$ cat config.mk
export PLATFORM = sky130hd
export DESIGN_NAME = mac_col_drain
export DESIGN_NICKNAME = d
export VERILOG_FILES = /design/src/rtl/mac_col_drain.sv
export SDC_FILE = /design/constraint.sdc
export NUM_CORES = 1
export LEC_CHECK = 0
export BUFFER_PORTS_ARGS = -buffer_cell sky130_fd_sc_hd__buf_2
export CORE_ASPECT_RATIO = 0.6
export CORE_MARGIN = 4
export CORE_UTILIZATION = 50
export DETAILED_ROUTE_END_ITERATION = 8
export PLACE_DENSITY = 0.93
export SYNTH_ARGS = -nofsm -noshare
export SYNTH_HDL_FRONTEND = slang
export SYNTH_SLANG_ARGS = --single-unit
export TNS_END_PERCENT = 20
$ cat constraint.sdc
create_clock -name clk -period 2.6 [get_ports clk]
set_input_delay 0.52 -clock clk [delete_from_list [all_inputs] [get_ports clk]]
set_output_delay 0.52 -clock clk [all_outputs]
set_load 0.02 [all_outputs]
$ cat src/rtl/mac_col_drain.sv
`timescale 1ns/1ps
`default_nettype none
// +----------------------------------------------------------------------------+
// | Module      : mac_col_drain                                                |
// | Description : Result-unload controller for one systolic MAC column. Shifts |
// |               the accumulated C values down the chain one per cycle,       |
// |               captures the bottom PE's Cout and presents it on a           |
// |               valid/ready stream. The column is left cleared, or reloaded  |
// |               from pre_data when DRAIN_PRELOAD_EN is defined.              |
// | Options     : DRAIN_PRELOAD_EN - adds pre_data/pre_idx so the column is    |
// |               refilled with initial C values while it drains.              |
// | Revision    : 1.0 - initial release                                        |
// +----------------------------------------------------------------------------+
module mac_col_drain #(
  parameter int BITS_C = 16,
  parameter int DIM    = 8
) (
  input  logic                      clk,
  input  logic                      rst,
  input  logic                      start,
  output logic                      busy,
  output logic                      col_en,
  output logic                      col_wren,
  output logic [BITS_C-1:0]         col_cin,
  input  logic [BITS_C-1:0]         col_cout,
`ifdef DRAIN_PRELOAD_EN
  input  logic [BITS_C-1:0]         pre_data,
  output logic [$clog2(DIM)-1:0]    pre_idx,
`endif
  output logic                      res_valid,
  input  logic                      res_ready,
  output logic signed [BITS_C-1:0]  res_data,
  output logic [$clog2(DIM)-1:0]    res_idx,
  output logic                      res_last
);

  localparam int IW = $clog2(DIM);
  localparam logic [IW-1:0] c_LAST_IDX = IW'(DIM - 1);

  typedef enum logic [1:0] {
    S_IDLE  = 2'd0,
    S_SHIFT = 2'd1,
    S_LAST  = 2'd2
  } state_t;

  state_t                     r_state;
  state_t                     w_state_nxt;
  logic [IW-1:0]              r_count;
  logic                       w_fire;
  logic                       w_busy;
  logic                       r_res_valid;
  logic signed [BITS_C-1:0]   r_res_data;
  logic [IW-1:0]              r_res_idx;
  logic                       r_res_last;
  logic [BITS_C-1:0]          w_cin_src;

  // State register
  always_ff @(posedge clk or posedge rst) begin
    if (rst) begin
      r_state <= S_IDLE;
    end else begin
      r_state <= w_state_nxt;
    end
  end

  // Next-state and shift-fire decode; a shift only fires when the output
  // register is empty or being emptied this cycle, so no beat is overwritten
  always_comb begin
    w_state_nxt = r_state;
    w_busy      = 1'b0;
    w_fire      = 1'b0;
    case (r_state)
      S_IDLE: begin
        if (start) begin
          w_state_nxt = S_SHIFT;
        end
      end
      S_SHIFT: begin
        w_busy = 1'b1;
        w_fire = !r_res_valid || res_ready;
        if (w_fire && (r_count == c_LAST_IDX)) begin
          w_state_nxt = S_LAST;
        end
      end
      S_LAST: begin
        w_busy = 1'b1;
        if (res_ready) begin
          w_state_nxt = S_IDLE;
        end
      end
      default: begin
        w_state_nxt = S_IDLE;
      end
    endcase
  end

`ifdef DRAIN_PRELOAD_EN
  assign w_cin_src = pre_data;
  assign pre_idx   = r_count;
`else
  assign w_cin_src = '0;
`endif

  assign busy     = w_busy;
  assign col_en   = w_fire;
  assign col_wren = w_fire;
  assign col_cin  = w_fire ? w_cin_src : '0;

  // Beat counter: cleared on start, advanced once per shift
  always_ff @(posedge clk or posedge rst) begin
    if (rst) begin
      r_count <= '0;
    end else if ((r_state == S_IDLE) && start) begin
      r_count <= '0;
    end else if (w_fire) begin
      r_count <= r_count + 1'b1;
    end
  end

  // Result register: captures the pre-edge bottom Cout on every shift and
  // holds it stable under backpressure
  always_ff @(posedge clk or posedge rst) begin
    if (rst) begin
      r_res_valid <= 1'b0;
      r_res_data  <= '0;
      r_res_idx   <= '0;
      r_res_last  <= 1'b0;
    end else if (w_fire) begin
      r_res_valid <= 1'b1;
      r_res_data  <= col_cout;
      r_res_idx   <= r_count;
      r_res_last  <= (r_count == c_LAST_IDX);
    end else if ((r_state == S_LAST) && res_ready) begin
      r_res_valid <= 1'b0;
      r_res_last  <= 1'b0;
    end
  end

  assign res_valid = r_res_valid;
  assign res_data  = r_res_data;
  assign res_idx   = r_res_idx;
  assign res_last  = r_res_last;

endmodule
`default_nettype wire

==> results.json <==
{
  "core_area_um2": 2570,
  "ir_worst_vdd_mv": 0.537,
  "drv_slew": 0,
  "routed_wl_um": 2540,
  "grt-busiest-layer": "met2",
  "initial_utilization_pct": 53.7,
  "grt_overflow": 0,
  "antenna_found_initial": 0,
  "syn_area_per_cell_um2": 13.1,
  "antenna_left": 0,
  "grt.met1_usage_pct": 16.1,
  "p_int_mw": 1.16,
  "worstMarginPinSlew_ns": 0.944,
  "rsz0062_at_grt": "no",
  "post_cts_buffers": 0,
  "fp-row-count": 14,
  "grt_first_pass_wirelength_um": 4240,
  "cts-buffers-inserted": 3,
  "use_met2_pct": 24.4,
  "numPortBuffers": 43,
  "yosysSeqAreaShare_pct": 47.0,
  "drive_gt1_share_pct": 48.6,
  "cp.required_ns": 2.08,
  "seqPwrFrac_pct": 36.0,
  "ys_warn_count": 0,
  "area_delta_synth_final_pct": 14.6,
  "cts_buffer_depth": 2,
  "status": "completed",
  "p_per_area_nw_per_um2": 1230,
  "critical_path.most_common_cell": "inv_1",
  "slew_headroom_pct": 37.0,
  "instances_no_fill": 180,
  "wire_per_inst_um": 14.1,
  "dp.cells": 177,
  "routabilityCongestion": 0.776,
  "synth.top_cell.area_share_pct": 47.0,
  "ys_seq_elements": 26,
  "cpMaxStageDelayCell": "dfrtp_1",
  "synth.distinct_cells": 23,
  "crit_family": "buffers and inverters",
  "n_fill_cell": 203,
  "fp.dieH_um": 48.8,
  "hold_buffers": 0,
  "fin_util_pct": 61.6,
  "hold_viol_final": 0,
  "postLayoutSetupSlackWorst_ns": 0.362,
  "dr.pass1.iters": 5,
  "fin_nets": 177,
  "setup_viol": 0,
  "fp.dieW_um": 75.9,
  "met3_usage_pct": 6.30,
  "dr.first_iter.drc_count": 29,
  "avgViaCountPerCell": 5.04,
  "ctsResizeCount": 0,
  "drc": 0,
  "path_buf_inv": 3,
  "leakagePower_nw": 0.892,
  "end_kind": "output port",
  "crit_type": "register to output port",
  "cts_tree": "done",
  "synthCells": 106,
  "finalCritPeriodShare_pct": 86.1,
  "clock-sinks": 26,
  "grt_use_total_pct": 14.4,
  "netSwitchingFraction_pct": 40.3,
  "crit_chain": "inv_1, ha_1, nand2_4, inv_1, buf_2",
  "reg2reg_from": "r_state[1]$_DFFE_PP0P_",
  "path_clk_slew_ns": 0.08,
  "grt_pass1_vias": 898,
  "htree_levels": 1,
  "pre_cts_slack_ns": 0.664,
  "maxCapViolations": 0,
  "num_vias": 907,
  "whs_ns": 0.454,
  "die_area_um2": 3700,
  "crit_start": "r_state[1]$_DFFE_PP0P_",
  "tns_ns": 0,
  "hp-class": "input port to async pin",
  "max_stage_delay_ns": 0.41,
  "synth_top_cell_by_area": "dfrtp_1",
  "root_buffer": "clkbuf_8",
  "fmax_mhz": 447,
  "clock_latency_ns": 0.26,
  "clkPwrFrac_pct": 11.1,
  "start_kind": "register",
  "grt_start_max_net_pins": 27,
  "combinationalPowerShare_pct": 52.9,
  "p_sw_mw": 0.784,
  "yosys-top-cells-area": "dfrtp_1 (47%), mux2_4 (20%), buf_4 (9.2%)",
  "cp.arrival_ns": 1.72,
  "fin_skew_ns": 0.00178,
  "synth_area_um2": 1380,
  "n_antenna_cell": 0,
  "worst-path-max-fanout": 21,
  "ios": 60,
  "fin_crit_ns": 2.24,
  "dp_hpwl_um": 1980
}
-- power groups by stage --
stage               combinational (mW)  clock, mW  sequential (mW)
finish                            1.03      0.217            0.700
global route                      1.11      0.249            0.723
CTS                               1.04      0.228            0.699
detailed placement                1.04          0            0.704
global placement                 0.997          0            0.693
floorplan                        0.617          0            0.878
-- stage by stage --
stage          cell area, µm²  power (mW)
2_1_floorplan            1440        1.49
3_3_place_gp             1550        1.69
3_5_place_dp             1550        1.74
4_1_cts                  1590        1.97
5_1_grt                  1590        2.08
6_report                 1590        1.95
-- sequential cells by signal (all words and copies together), names as in the netlist --
signal,count
res_last,1
res_idx,3
res_data,16
res_valid,1
r_count,3
r_state,2
-- Yosys cell counts, drive strengths merged --
library cell  number
dfrtp             26
buf               19
mux2              19
ha                 7
inv                5
o21ai              5
a21oi              4
nand2              4
nor2b              3
a211o              2
nand3              2
o211ai             2
or3b               2
a31o               1
and2               1
and3               1
conb               1
nand2b             1
or3                1
-- final cells by class --
cell class                 instances  area, µm²  share of cell area [%]
sequential                        26        651                    41.0
multi-input combinational         71        621                    39.1
timing repair buffer              43        215                    13.6
clock buffer                       3       41.3                    2.60
tap                               32       40.0                    2.52
inverter                           5       18.8                    1.18
-- routing by layer --
layer | up-vias | share of wire, % | routed length [µm]
met5 | - | 0 | 0
met4 | 0 | 1.2 | 31
met3 | 4 | 11 | 275
met2 | 46 | 47 | 1200
met1 | 442 | 41 | 1030
li1 | 415 | - | -
-- path summary, 6_finish.rpt --
check | slack, ns | cells past startpoint | endpoint
worst max register to register | 0.96 | 4 | res_data[11]$_DFFE_PP0P_
max in group asynchronous | 1.57 | 2 | res_data[11]$_DFFE_PP0P_
worst max-delay path | 0.36 | 5 | col_en
worst min-delay path | 0.45 | 2 | res_data[7]$_DFFE_PP0P_
min in group clk | 0.48 | 2 | res_data[9]$_DFFE_PP0P_
worst min register to register | 0.51 | 1 | res_data[15]$_DFFE_PP0P_
-- logic make-up after synthesis --
| logic type | count (synthesis) | synth area share, % |
|---|---|---|
| flops | 26 | 47.0 |
| mux | 19 | 20.3 |
| other cells | 1 | 0.271 |
| compound gates | 14 | 6.42 |
| buf+inv | 24 | 12.2 |
| simple gates | 15 | 7.41 |
| fa+ha+maj | 7 | 6.33 |
-- placed cells by master (no fill, tap or decap), types with 2 or more instances in the layout --
cell,count
o211ai_1,2
clkbuf_8,3
dfrtp_1,26
inv_1,4
o21ai_0,5
or3b_1,2
mux2_4,18
a211o_2,2
nand2_1,3
ha_1,7
nand3_1,2
nor2b_1,3
buf_2,43
conb_1,16
a21oi_1,4
-- worst register-to-register path: stages (launching register included) --
cell	delay, ns
dfrtp_1	0.41
inv_1	0.15
ha_1	0.31
nand2_4	0.26
mux2_4	0.38
Note: power is estimated with default switching activity, not from simulation.
